File: src/rtl/move_queue_sched.sv
// -----------------------------------------------------------------------------
// move_queue_sched
//
// Purpose:
//   Ring buffer of coordinated-move segment descriptors sitting between the SPI
//   command decoder (write side) and the DDA step generator (issue side).
//   Segments are offered to the DDA one at a time. Each segment stays at the
//   head until the DDA reports completion, and is retired only then. The
//   block also provides:
//     - flow control to the decoder (buffer_dtr),
//     - a move_done pulse per retired segment,
//     - abort/flush with a seg_abort pulse to the DDA,
//     - a sticky underrun flag.
//
// Ports:
//   clk, resetn                 clock, asynchronous active-low reset
//   wr_valid / wr_ready         decoder -> queue segment handshake
//   wr_dir, wr_duration,
//   wr_increment, wr_incinc     segment descriptor being written
//   seg_valid / seg_ready       queue -> DDA head-segment offer
//   seg_dir, seg_duration,
//   seg_increment, seg_incinc   head descriptor (entry at the read pointer)
//   seg_done                    DDA pulse: active segment finished
//   seg_abort                   pulse to DDA: drop active segment
//   abort                       flush request (pulse or level)
//   clr_underrun                clears the sticky underrun flag
//   count                       occupied entries, including the active segment
//   buffer_dtr                  queue not full
//   move_done                   one-cycle pulse per retired segment
//   underrun                    sticky: queue ran dry while the motor was moving
//   busy                        scheduler FSM not in IDLE
//
// Handshake semantics (both interfaces):
//   A transfer happens on a rising clk edge where valid and ready are both 1.
//   wr_ready depends only on the occupancy and on abort, never on wr_valid.
//   A wr_valid that is not matched by wr_ready is dropped, so the decoder
//   holds or retries. seg_valid depends only on the FSM state, never on
//   seg_ready, and the head fields stay stable from the offer until the
//   segment retires.
// -----------------------------------------------------------------------------
module move_queue_sched #(
  parameter int DEPTH_BITS = 2,
  parameter int W          = 64
) (
  input  logic                  clk,
  input  logic                  resetn,
  input  logic                  wr_valid,
  output logic                  wr_ready,
  input  logic                  wr_dir,
  input  logic [W-1:0]          wr_duration,
  input  logic [W-1:0]          wr_increment,
  input  logic [W-1:0]          wr_incinc,
  output logic                  seg_valid,
  input  logic                  seg_ready,
  output logic                  seg_dir,
  output logic [W-1:0]          seg_duration,
  output logic [W-1:0]          seg_increment,
  output logic [W-1:0]          seg_incinc,
  input  logic                  seg_done,
  output logic                  seg_abort,
  input  logic                  abort,
  input  logic                  clr_underrun,
  output logic [DEPTH_BITS:0]   count,
  output logic                  buffer_dtr,
  output logic                  move_done,
  output logic                  underrun,
  output logic                  busy
);

  localparam int DEPTH = 1 << DEPTH_BITS;
  localparam int EW    = 3 * W + 1;

  localparam logic [DEPTH_BITS:0]   CNT_ONE = 1;
  localparam logic [DEPTH_BITS-1:0] PTR_ONE = 1;

  typedef enum logic [1:0] {
    S_IDLE  = 2'd0,
    S_ISSUE = 2'd1,
    S_RUN   = 2'd2
  } state_t;

  state_t                r_state;
  state_t                w_state_nxt;

  logic [EW-1:0]         r_mem [DEPTH];
  logic [DEPTH_BITS-1:0] r_wr_ptr;
  logic [DEPTH_BITS-1:0] r_rd_ptr;
  logic [DEPTH_BITS:0]   r_count;
  logic [DEPTH_BITS:0]   w_count_nxt;

  logic                  r_seg_abort;
  logic                  r_move_done;
  logic                  r_underrun;

  logic                  w_full;
  logic                  w_empty;
  logic                  w_push;
  logic                  w_pop;
  logic                  w_underrun_set;
  logic [EW-1:0]         w_head;
  logic                  w_seg_valid;
  logic                  w_busy;

  // ---------------------------------------------------------------------------
  // Occupancy and handshake qualifiers
  // ---------------------------------------------------------------------------
  // count never exceeds DEPTH, so its MSB is set exactly when the queue is full.
  assign w_full  = r_count[DEPTH_BITS];
  assign w_empty = (r_count == '0);

  assign wr_ready = ~w_full & ~abort;
  assign w_push   = wr_valid & wr_ready;

  // A retire counts only in RUN. abort overrides it, so a done pulse that
  // coincides with a flush neither pops nor produces move_done.
  assign w_pop = (r_state == S_RUN) & seg_done & ~abort;

  always_comb begin
    w_count_nxt = r_count;
    if (abort) begin
      w_count_nxt = '0;
    end else if (w_push && !w_pop) begin
      w_count_nxt = r_count + CNT_ONE;
    end else if (w_pop && !w_push) begin
      w_count_nxt = r_count - CNT_ONE;
    end
  end

  // The queue runs dry with the motor still moving if the retiring segment
  // left a non-zero increment and nothing follows it. A push in the same
  // cycle keeps the count above zero, so it counts as a follow-on segment.
  assign w_underrun_set = w_pop & (w_count_nxt == '0) & (seg_increment != '0);

  // ---------------------------------------------------------------------------
  // Descriptor storage (not reset)
  // ---------------------------------------------------------------------------
  always_ff @(posedge clk) begin
    if (w_push) begin
      r_mem[r_wr_ptr] <= {wr_dir, wr_duration, wr_increment, wr_incinc};
    end
  end

  assign w_head = r_mem[r_rd_ptr];
  assign {seg_dir, seg_duration, seg_increment, seg_incinc} = w_head;

  // ---------------------------------------------------------------------------
  // Pointers, count, pulses and sticky flag
  // ---------------------------------------------------------------------------
  always_ff @(posedge clk or negedge resetn) begin
    if (!resetn) begin
      r_wr_ptr    <= '0;
      r_rd_ptr    <= '0;
      r_count     <= '0;
      r_seg_abort <= 1'b0;
      r_move_done <= 1'b0;
      r_underrun  <= 1'b0;
    end else begin
      r_count     <= w_count_nxt;
      r_move_done <= w_pop;
      // The DDA only holds a segment in ISSUE or RUN, so it only needs to be
      // told to drop one in those states.
      r_seg_abort <= abort & (r_state != S_IDLE);
      // A set in the same cycle as a clear wins.
      r_underrun  <= w_underrun_set | (r_underrun & ~clr_underrun);

      if (abort) begin
        r_wr_ptr <= '0;
        r_rd_ptr <= '0;
      end else begin
        if (w_push) begin
          r_wr_ptr <= r_wr_ptr + PTR_ONE;
        end
        if (w_pop) begin
          r_rd_ptr <= r_rd_ptr + PTR_ONE;
        end
      end
    end
  end

  // ---------------------------------------------------------------------------
  // Scheduler FSM: state register
  // ---------------------------------------------------------------------------
  always_ff @(posedge clk or negedge resetn) begin
    if (!resetn) begin
      r_state <= S_IDLE;
    end else begin
      r_state <= w_state_nxt;
    end
  end

  // ---------------------------------------------------------------------------
  // Scheduler FSM: next-state logic
  // ---------------------------------------------------------------------------
  // IDLE looks at the registered count. A push into an empty queue therefore
  // reaches ISSUE one cycle after the push edge.
  always_comb begin
    w_state_nxt = r_state;
    if (abort) begin
      w_state_nxt = S_IDLE;
    end else begin
      case (r_state)
        S_IDLE: begin
          if (!w_empty) begin
            w_state_nxt = S_ISSUE;
          end
        end
        S_ISSUE: begin
          if (seg_ready) begin
            w_state_nxt = S_RUN;
          end
        end
        S_RUN: begin
          if (seg_done) begin
            w_state_nxt = (w_count_nxt != '0) ? S_ISSUE : S_IDLE;
          end
        end
        default: begin
          w_state_nxt = S_IDLE;
        end
      endcase
    end
  end

  // ---------------------------------------------------------------------------
  // Scheduler FSM: outputs
  // ---------------------------------------------------------------------------
  always_comb begin
    w_seg_valid = 1'b0;
    w_busy      = 1'b1;
    case (r_state)
      S_IDLE:  w_busy      = 1'b0;
      S_ISSUE: w_seg_valid = 1'b1;
      default: w_seg_valid = 1'b0;
    endcase
  end

  assign seg_valid  = w_seg_valid;
  assign busy       = w_busy;
  assign seg_abort  = r_seg_abort;
  assign move_done  = r_move_done;
  assign underrun   = r_underrun;
  assign count      = r_count;
  assign buffer_dtr = ~w_full;

endmodule

File: config.mk
export PLATFORM = sky130hd
export DESIGN_NAME = move_queue_sched
export DESIGN_NICKNAME = d
export VERILOG_FILES = /design/src/rtl/move_queue_sched.sv
export SDC_FILE = /design/constraint.sdc
export NUM_CORES = 1
export LEC_CHECK = 0
export CAP_MARGIN = 30
export CELL_PAD_IN_SITES_DETAIL_PLACEMENT = 1
export CELL_PAD_IN_SITES_GLOBAL_PLACEMENT = 1
export CORE_ASPECT_RATIO = 1.2
export CORE_MARGIN = 8
export CORE_UTILIZATION = 41
export DETAILED_ROUTE_END_ITERATION = 6
export PLACE_DENSITY = 0.71
export SLEW_MARGIN = 20
export SYNTH_ARGS = -nofsm -noshare
export SYNTH_HDL_FRONTEND = slang
export SYNTH_SLANG_ARGS = --single-unit
File: constraint.sdc
create_clock -name clk -period 17.3 [get_ports clk]
set_clock_uncertainty 0.05 [all_clocks]
set_input_delay 2.595 -clock clk [delete_from_list [all_inputs] [get_ports clk]]
set_output_delay 2.595 -clock clk [all_outputs]
set_load 0.02 [all_outputs]
==> metrics.csv, run 1 <==
stage,metric,value,unit
setup_path,path_class,in -> out,
placement,post-dp-hpwl,42800,um
cts,cts_resized,0,
global_route,grt_pass1_wl,97900,um
global_route,grt_pass1_vias,14586,
detailed_routing,drt_iter0_drc,667,
setup_path,rrSetupSlack,12.57,ns
detailed_routing,postRouteAntennaNets,0,
setup_path,cp.required,14.66,ns
synth,syn_inst,1108,
cts,numClockSinks,784,
floorplan,die_w,257,um
global_route,grt_max_degree,135,
timing,hold_ws,0.460,ns
setup_path,end_kind,primary output,
setup_path,arrival,4.41,ns
placement,routabilityCongestion,0.738,
placement,placed_area,33800,um2
cells_and_area,utilization,52.4,%
synth,yosys_warnings,0,
synth,syn_avg_cell_area,25.8,um2
cts,insertion_delay,0.61,ns
cells_and_area,final_cells,2550,
global_route,overflow,0,
power_and_ir_drop,irDropWorstVdd,0.103,mV
synth,ys_seq_elements,784,
cts,htree_levels,3,
placement,post-place-cells,2401,
cells_and_area,drive_above_1_share,20.2,%
cts,path_clk_slew,0.05,ns
worst_hold_path,hold_class,reg -> reg,
timing,fin_crit,7.06,ns
cells_and_area,final_net_count,1771,
synth,synth_seq_area_share,82.1,%
synth,synth_cell_types,33,
power_and_ir_drop,finalPower,4.27,mW
detailed_routing,wirelength,66700,um
timing,slew_headroom,28.0,%
synth,synth_area,28600,um2
floorplan,die_h,305,um
floorplan,die_area,78500,um2
worst_hold_path,hold_path_startpoint,underrun$_DFF_PN0_,
floorplan,rows,106,
cts,hold_buffers,0,
cts,clk_path_buf_depth,3,
placement,port_buffers,402,
timing,slew_viol_final,0,
setup_path,crit_path_start_kind,input port,
detailed_routing,wire_per_inst,26.2,um
timing,rsz0062_at_grt,false,
setup_path,cp_max_fo,14,
detailed_routing,drc_errors,0,
cts,cts-root-buf,clkbuf_16,
timing,setup_violations,0,
setup_path,r2r_end,underrun$_DFF_PN0_,
detailed_routing,vias,13289,
cts,cts_tree,done,
cells_and_area,final_area,36300,um2
setup_path,r2r_start,r_rd_ptr[1]$_DFFE_PN0P_,
cells_and_area,area_delta_synth_final,27.1,%
timing,fin_ws,10.24,ns
cts,cts_buffers,79,
placement,pre_cts_slack,10.27,ns
synth,synth_nets,1315,
floorplan,start_util,41.2,%
global_route,grt_antenna_before_repair,15,
cts,post_cts_buffers,0,
worst_hold_path,whs_path_depth,2,
run,drv_cap,0,
timing,tightestPinTransition,1.08,ns
power_and_ir_drop,cellPowerDensity,117,nW/um2
timing,tns,0,ns
setup_path,r2r_cells,7,
global_route,grt_use_total,16.6,%
timing,fin_crit_sh,40.8,%
outcome,status,"finished, final reports clean",
floorplan,ios,403,
worst_hold_path,hold_end,underrun$_DFF_PN0_,
detailed_routing,routed_via_density,5.21,
timing,final_hold_viol_count,0,
floorplan,core,69400,um2
power_and_ir_drop,power_leakage,11.3,nW
detailed_routing,firstDrtPassIters,4,
timing,fmax,142,MHz
[layout by cell type, fill, tap and decap left out, drive strengths merged]
cell type      instances
edfxtp               772
clkdlybuf4s50        402
mux4                 193
clkbuf                98
clkinv                31
buf                   19
nor4                  17
dfrtp                 12
nor2                   9
bufinv                 8
diode                  7
ha                     7
inv                    7
nand2                  5
a21oi                  5
nand4                  4
and3                   4
nor2b                  3
xnor2                  3
clkinvlp               3
nor3b                  3
a21o                   2
and2                   2
nor3                   2
o21ai                  2
a211oi                 2
nand2b                 2
nand3b                 1
and3b                  1
a31oi                  1
a311oi                 1
or2                    1
or3                    1
o41ai                  1
xor2                   1
[routing by layer]
metal / track usage [%] / up-vias / routed length (um)
met5: 0 / - / 115
met3: 5.11 / 86 / 4750
met2: 28.7 / 393 / 34700
met1: 19.9 / 7059 / 25800
li1: - / 5735 / -
met4: 5.21 / 16 / 1360
[kinds of logic after synthesis]
logic type                 synth area share [%]
adders and majority gates                 0.306
xor gates and xnor gates                  0.123
and+or+nand+nor                            1.10
DFF                                        82.1
AOI/OAI and AO/OA                         0.311
buffers and inverters                     0.814
muxes                                      15.2
[critical path, cell delays in order]
cell and delay (ns):
clkdlybuf4s50_1 0.73, nor2_1 0.40, clkdlybuf4s50_1 0.68
[state kept, by name, indices dropped and copies added (netlist names)]
signal / flops
r_mem: 772
underrun: 1
r_state: 2
r_wr_ptr: 2
move_done: 1
count: 3
seg_abort: 1
r_rd_ptr: 2
[cell type report]
cell class / count / area [um2]
timing repair buffer: 421 / 4240
tap: 918 / 1150
fill: 5988 / 33000
clock inverter: 44 / 442
sequential: 784 / 23500
inverter: 5 / 18.8
antenna: 7 / 17.5
clock buffer: 98 / 2090
multi-input combinational: 273 / 4900
[power breakdown]
part           leakage [nW]  internal [mW]  switching (mW)
sequential             7.17           2.17          0.0230
clock                  1.23          0.979           0.686
combinational          2.85          0.193           0.216
[synth_stat cells (all sizes together)]
| master | number | area, um2 |
|---|---|---|
| mux4 | 193 | 4350 |
| a21oi | 5 | 25.0 |
| ha | 7 | 87.6 |
| buf | 30 | 154 |
| nor3 | 2 | 10.0 |
| nor3b | 3 | 22.5 |
| and3b | 1 | 8.76 |
| o41ai | 1 | 8.76 |
| nor2b | 3 | 18.8 |
| o21ai | 2 | 10.0 |
| and3 | 4 | 25.0 |
| a21o | 2 | 15.0 |
| a311oi | 1 | 8.76 |
| nand3b | 1 | 7.51 |
| nor4 | 17 | 106 |
| nand4 | 4 | 25.0 |
| nor2 | 9 | 33.8 |
| or3 | 1 | 6.26 |
| edfxtp | 772 | 23200 |
| and2 | 2 | 12.5 |
| inv | 5 | 18.8 |
| dfrtp | 12 | 300 |
| xnor2 | 3 | 26.3 |
| xor2 | 1 | 8.76 |
| a31oi | 1 | 6.26 |
| a211oi | 2 | 15.0 |
| clkbuf | 16 | 60.1 |
| nand2b | 2 | 12.5 |
| or2 | 1 | 6.26 |
| nand2 | 5 | 18.8 |
[worst max path at each step]
stage               start               endpoint  depth (start not counted)
floorplan           abort  r_mem[1][0]$_DFFE_PP_                          2
global placement    abort               wr_ready                          3
detailed placement  abort               wr_ready                          3
CTS                 abort               wr_ready                          3
global route        abort               wr_ready                          3
finish              abort               wr_ready                          3
(Power assumes the default switching activity.)
==> run 2: changes to the inputs <==
--- a/config.mk
+++ b/config.mk
@@ -12,7 +12,7 @@
 export CORE_MARGIN = 8
 export CORE_UTILIZATION = 41
 export DETAILED_ROUTE_END_ITERATION = 6
-export PLACE_DENSITY = 0.71
+export PLACE_DENSITY = 0.73
 export SLEW_MARGIN = 20
 export SYNTH_ARGS = -nofsm -noshare
 export SYNTH_HDL_FRONTEND = slang
==> constraint.sdc (replaced) <==
create_clock -name clk -period 5.9 [get_ports clk]
set_clock_uncertainty 0.05 [all_clocks]
set_input_delay 0.885 -clock clk [delete_from_list [all_inputs] [get_ports clk]]
set_output_delay 0.885 -clock clk [all_outputs]
set_load 0.02 [all_outputs]
==> metrics.csv, run 2 (same netlist as run 1, synthesis figures left out) <==
stage,metric,value,unit,change
cts,insertion_delay,0.62,ns,about the same
cells_and_area,top_register,r_mem,,
global_route,grt_pass1_wl,102000,um,+4.0%
timing,fin_crit_sh,72.2,%,
global_route,grt_antenna_before_repair,7,,-8
setup_path,cp_max_fo,93,,+79
global_route,overflow,0,,unchanged
detailed_routing,wire_per_inst,27.3,um,+4.4%
cells_and_area,seq_area,23500,um2,unchanged
outcome,status,"finished, final reports clean",,
timing,hold_ws,0.467,ns,+0.00741 ns
timing,slew_headroom,37.7,%,+9.8 points
detailed_routing,drc_errors,0,,unchanged
placement,port_buffers,402,,unchanged
floorplan,start_util,41.2,%,unchanged
cells_and_area,area_delta_synth_final,27.5,%,
global_route,grt_use_total,17.4,%,+0.75 points
cells_and_area,fill_cells,5991,,+0.050%
setup_path,crit_path_start_kind,register,,
cts,path_clk_slew,0.06,ns,about the same
floorplan,die_h,305,um,unchanged
detailed_routing,routed_via_density,5.27,,+1.1%
setup_path,cp.required,4.97,ns,-9.69 ns
cts,cts_tree,done,,
cts,cts_buffers,79,,unchanged
cts,htree_levels,3,,unchanged
timing,slew_viol_final,0,,unchanged
detailed_routing,postRouteAntennaNets,0,,unchanged
run,drv_cap,0,,unchanged
cells_and_area,layout_common_cells,"edfxtp_1 (772), clkdlybuf4s50_1 (402), mux4_2 (193), clkbuf_16 (80), clkinv_1 (22)",,
power_and_ir_drop,irDropWorstVdd,0.229,mV,+120%
detailed_routing,vias,13444,,+1.2%
power_and_ir_drop,cellPowerDensity,346,nW/um2,+190%
cells_and_area,multi_input_area,4910,um2,+0.15%
cells_and_area,drive_above_1_share,20.3,%,+0.086 points
cts,post_cts_buffers,0,,unchanged
setup_path,path_class,reg -> out,,
timing,rsz0062_at_grt,false,,
power_and_ir_drop,power_leakage,11.3,nW,+0.41%
setup_path,end_kind,primary output,,
cts,hold_buffers,0,,unchanged
timing,final_hold_viol_count,0,,unchanged
timing,setup_violations,0,,unchanged
detailed_routing,firstDrtPassIters,4,,unchanged
floorplan,core,69400,um2,unchanged
floorplan,rows,106,,unchanged
placement,routabilityCongestion,0.751,,+1.7%
cts,numClockSinks,784,,unchanged
floorplan,die_w,257,um,unchanged
cells_and_area,final_common_cell,edfxtp_1,,
cells_and_area,largest_reg_flops,772,,unchanged
floorplan,die_area,78500,um2,unchanged
detailed_routing,drt_iter0_drc,791,,+19%
cts,clk_path_buf_depth,3,,unchanged
placement,pre_cts_slack,1.99,ns,-8.28 ns
cells_and_area,final_net_count,1771,,unchanged
timing,fmax,235,MHz,
cts,cts_resized,0,,unchanged
detailed_routing,wirelength,69700,um,+4.5%
timing,fin_ws,1.64,ns,-8.60 ns
timing,tightestPinTransition,0.934,ns,-0.146 ns
timing,fin_crit,4.26,ns,
cts,cts-root-buf,clkbuf_16,,
setup_path,arrival,3.32,ns,-1.09 ns
placement,post-dp-hpwl,44400,um,+3.8%
global_route,grt_max_degree,102,,-24%
floorplan,ios,403,,unchanged
worst_hold_path,hold_class,reg -> reg,,
timing,tns,0,ns,unchanged
global_route,grt_pass1_vias,15080,,+3.4%
## run 2: layer usage
metal	vias up	share of wire (%)	track usage, %
met5	-	0.059	0
met4	6	2.4	5.69
met3	107	7.5	5.50
met2	453	53	30.9
met1	7145	37	19.8
li1	5733	-	-
## run 2: stage by stage
| step | instance area [um2] | total power, mW | cells | util (%) |
|---|---|---|---|---|
| after floorplan | 28600 | 7.13 | 1108 | - |
| after global placement | 33900 | 7.76 | 2401 | 48.8 |
| final | 36500 | 12.6 | 2552 | 52.6 |
| after CTS | 36400 | 12.8 | 2546 | 52.5 |
| after global routing | 36400 | 13.0 | 2548 | 52.5 |
| after detailed placement | 33900 | 7.80 | 2401 | 48.8 |
## run 2: critical path: stages, from the launching register on
cell	delay (ns)
dfrtp_4	0.71
buf_12	0.56
mux4_2	0.60
clkdlybuf4s50_1	0.62
## run 2: worst paths after layout
check / to / depth (start not counted) / start / slack (ns)
worst max-delay path: seg_duration[6] / 3 / r_rd_ptr[0]$_DFFE_PN0P_ / 1.64
worst max register to register: underrun$_DFF_PN0_ / 6 / r_rd_ptr[1]$_DFFE_PN0P_ / 2.17
min in group asynchronous: seg_abort$_DFF_PN0_ / 1 / resetn / 0.61
worst min-delay path: underrun$_DFF_PN0_ / 2 / underrun$_DFF_PN0_ / 0.47
worst min register to register: underrun$_DFF_PN0_ / 2 / underrun$_DFF_PN0_ / 0.47
max in group asynchronous: r_rd_ptr[0]$_DFFE_PN0P_ / 1 / resetn / 4.73
## run 2: final cells by class
| cell class | instances | area share, % |
|---|---|---|
| Antenna cell | 6 | 0.0412 |
| Clock inverter | 53 | 1.43 |
| Sequential cell | 784 | 64.4 |
| Inverter | 5 | 0.0515 |
| Timing Repair Buffer | 421 | 11.8 |
| Tap cell | 918 | 3.15 |
| Clock buffer | 92 | 5.62 |
| Multi-Input combinational cell | 273 | 13.5 |
## run 2: where the power goes
group	internal (mW)	switching, mW	leakage [nW]
sequential	6.37	0.0696	7.17
combinational	0.573	0.653	2.87
clock	2.89	2.07	1.26
==> RTL change: new RTL, config.mk and constraints of run 2 <==
Make the reset (`resetn`) synchronous in 2 clocked blocks. Comments in the files are not updated.
--- a/src/rtl/move_queue_sched.sv
+++ b/src/rtl/move_queue_sched.sv
@@ -147,5 +147,5 @@
   // Pointers, count, pulses and sticky flag
   // ---------------------------------------------------------------------------
-  always_ff @(posedge clk or negedge resetn) begin
+  always_ff @(posedge clk) begin
     if (!resetn) begin
       r_wr_ptr    <= '0;
@@ -181,5 +181,5 @@
   // Scheduler FSM: state register
   // ---------------------------------------------------------------------------
-  always_ff @(posedge clk or negedge resetn) begin
+  always_ff @(posedge clk) begin
     if (!resetn) begin
       r_state <= S_IDLE;
Function: changed (a bounded check fails within 4 cycles, from zero or initial values and one cycle with resetn low; the reset may be asserted at any time).
==> RTL change against run 2 <==
  * Worst hold slack improved by 46 ps
  * Utilization fell by 0.13 points
  * Synthesized cell count barely moved
  * Area after synthesis barely moved
  * Sequential cell count rose by 2
  * Routed wire length fell by 3.2%
  * Design area fell by 0.24%
  * Count of clock-buffer cells in the layout rose by 7
  * Worst setup slack improved by 90 ps
  * First-iteration DRC count rose by 0.51%
  * Global-route usage fell by 0.50 points
  * Largest cell class unchanged
Power is not compared: it rests on default switching activity, and its combinational part moved more than twofold at a synthesized area within 25%.
==> RTL change: results (changes against run 2) <==
peak supply drop 0.3017 mV; Slew headroom 37.80% (+0.085 points); run status finished clean; maximum clock path buffer count 3 (unchanged); Pins Over Slew Limit 0 (unchanged); setup bufs post-CTS 0 (unchanged); Port Buffers 402 (unchanged); number of global-route vias before repair 14,990 (-0.60%); root buf cell clkbuf_16; max cap viols 0 (unchanged); fill cell count 5,998 (+0.12%); H-tree Lvls 3 (unchanged); CP max FO 36 (-61%); R2R setup slack 2330 ps (+160 ps); fmax 239.9 MHz (+2.2%); Post-DP Area 33,900 um^2 (about the same); worst path arrival time 3230 ps (-90 ps); pin count of the biggest net entering global routing 93 (-8.8%); sequential cell area fraction in the yosys report 81.99% (-0.15 points); largest reg by FF count r_mem; Hold Path Origin r_rd_ptr[0]; Routability Congestion 0.7184 (-4.3%); R2R cell count 6 (unchanged); worst skew pair latency 610 ps; Routed WL 67,500 um (-3.2%); number of flip-flops in the largest register 772 (unchanged); via count 13,340 (-0.76%); switching power 2.359 mW; net count after synthesis 1,314 (-0.076%); Hold Crit Class reg -> reg; pre-CTS setup slack 2245 ps (+255.7 ps); post_cts resized 0 (unchanged); global-route wire length before repair 100,000 um (-1.8%); ranking of synthesized cells by area edfxtp_1, mux4_2, dfxtp_1; LEAKAGE 11.18 nW; drt initial violations 795 (+0.51%); RR Endpoint underrun; antenna violations before repair 11 (+4); crit path launch type flop; Tot GR Track Use 16.90% (-0.50 points); number of buffers created by CTS 79 (unchanged); top cells by count, synth edfxtp_1, mux4_2, buf_1; Post-synth EDFFs 772 (unchanged); ys async rst share 0% (-1.5 points); CTS clk-pin slew, worst paths 60 ps (about the same); share of layout cells above drive strength 1 20.70% (+0.37 points); crit path capture seg_incinc[6]; post-synth cell types 37 (+12%); DP HPWL 43,600 um (-1.9%); drt first pass iters 6 (+2); layout net count 1,776 (+0.28%); Ys Warns 0 (unchanged)
## RTL change: power by group through the flow
stage	logic [mW]	clock network, mW	registers [mW]
after floorplan	0.187	0	6.36
after global placement	0.542	0	6.35
after detailed placement	0.560	0	6.36
after CTS	0.565	4.87	6.24
after global routing	0.588	5.04	6.24
final	0.554	4.71	6.24
## RTL change: how the worst min path moves through the flow
stage                        to  slack (ps)  cells past startpoint
finish                     flop         510                      2
global route               flop         540                      2
CTS                 r_rd_ptr[1]         530                      2
detailed placement         flop         510                      2
global placement    r_rd_ptr[0]         470                      2
floorplan                  flop         430                      2
## RTL change: metal layers
layer	part of all wire [%]	vias to the layer above	routed length [um]	track usage [%]
li1	-	5749	-	-
met1	39	7092	26050	20.19
met2	51	400	34590	28.95
met3	8.4	95	5681	6.297
met4	1.7	6	1130	4.067
met5	0.061	-	41	0
## RTL change: cell type report
cell class,instances,area share [%]
clock buffer,99,5.701
inverter,6,0.06193
sequential,786,64.54
multi-input combinational,270,13.47
tap,918,3.159
antenna,8,0.05505
clock inverter,46,1.036
timing repair buffer,426,11.97
## RTL change: stage by stage
stage               hold slack, ps  utilization, %  std cells  power, mW
CTS                          526.5           52.40       2551      11.67
global placement             472.8           48.84       2405      6.890
global route                 543.5           52.40       2553      11.86
floorplan                    434.7               -       1107      6.545
finish                       512.8           52.43       2559      11.50
detailed placement           508.2           48.87       2406      6.917
## RTL change: kinds of logic after synthesis
| group | after synthesis | synth area share (%) |
|---|---|---|
| adder cells (fa/ha/maj) | 8 | 0.3410 |
| multiplexers | 193 | 15.19 |
| AND/OR/NAND/NOR | 52 | 1.124 |
| AO/OA/AOI/OAI | 12 | 0.2799 |
| buffers and inverters | 51 | 0.9182 |
| flip-flops | 786 | 81.99 |
| XOR/XNOR | 5 | 0.1530 |
## RTL change: worst max-delay path, cell delays in order, from the launching register on
cell             delay [ps]
dfxtp_4                 700
buf_4                   410
buf_4                   460
mux4_2                  390
clkdlybuf4s50_1         600
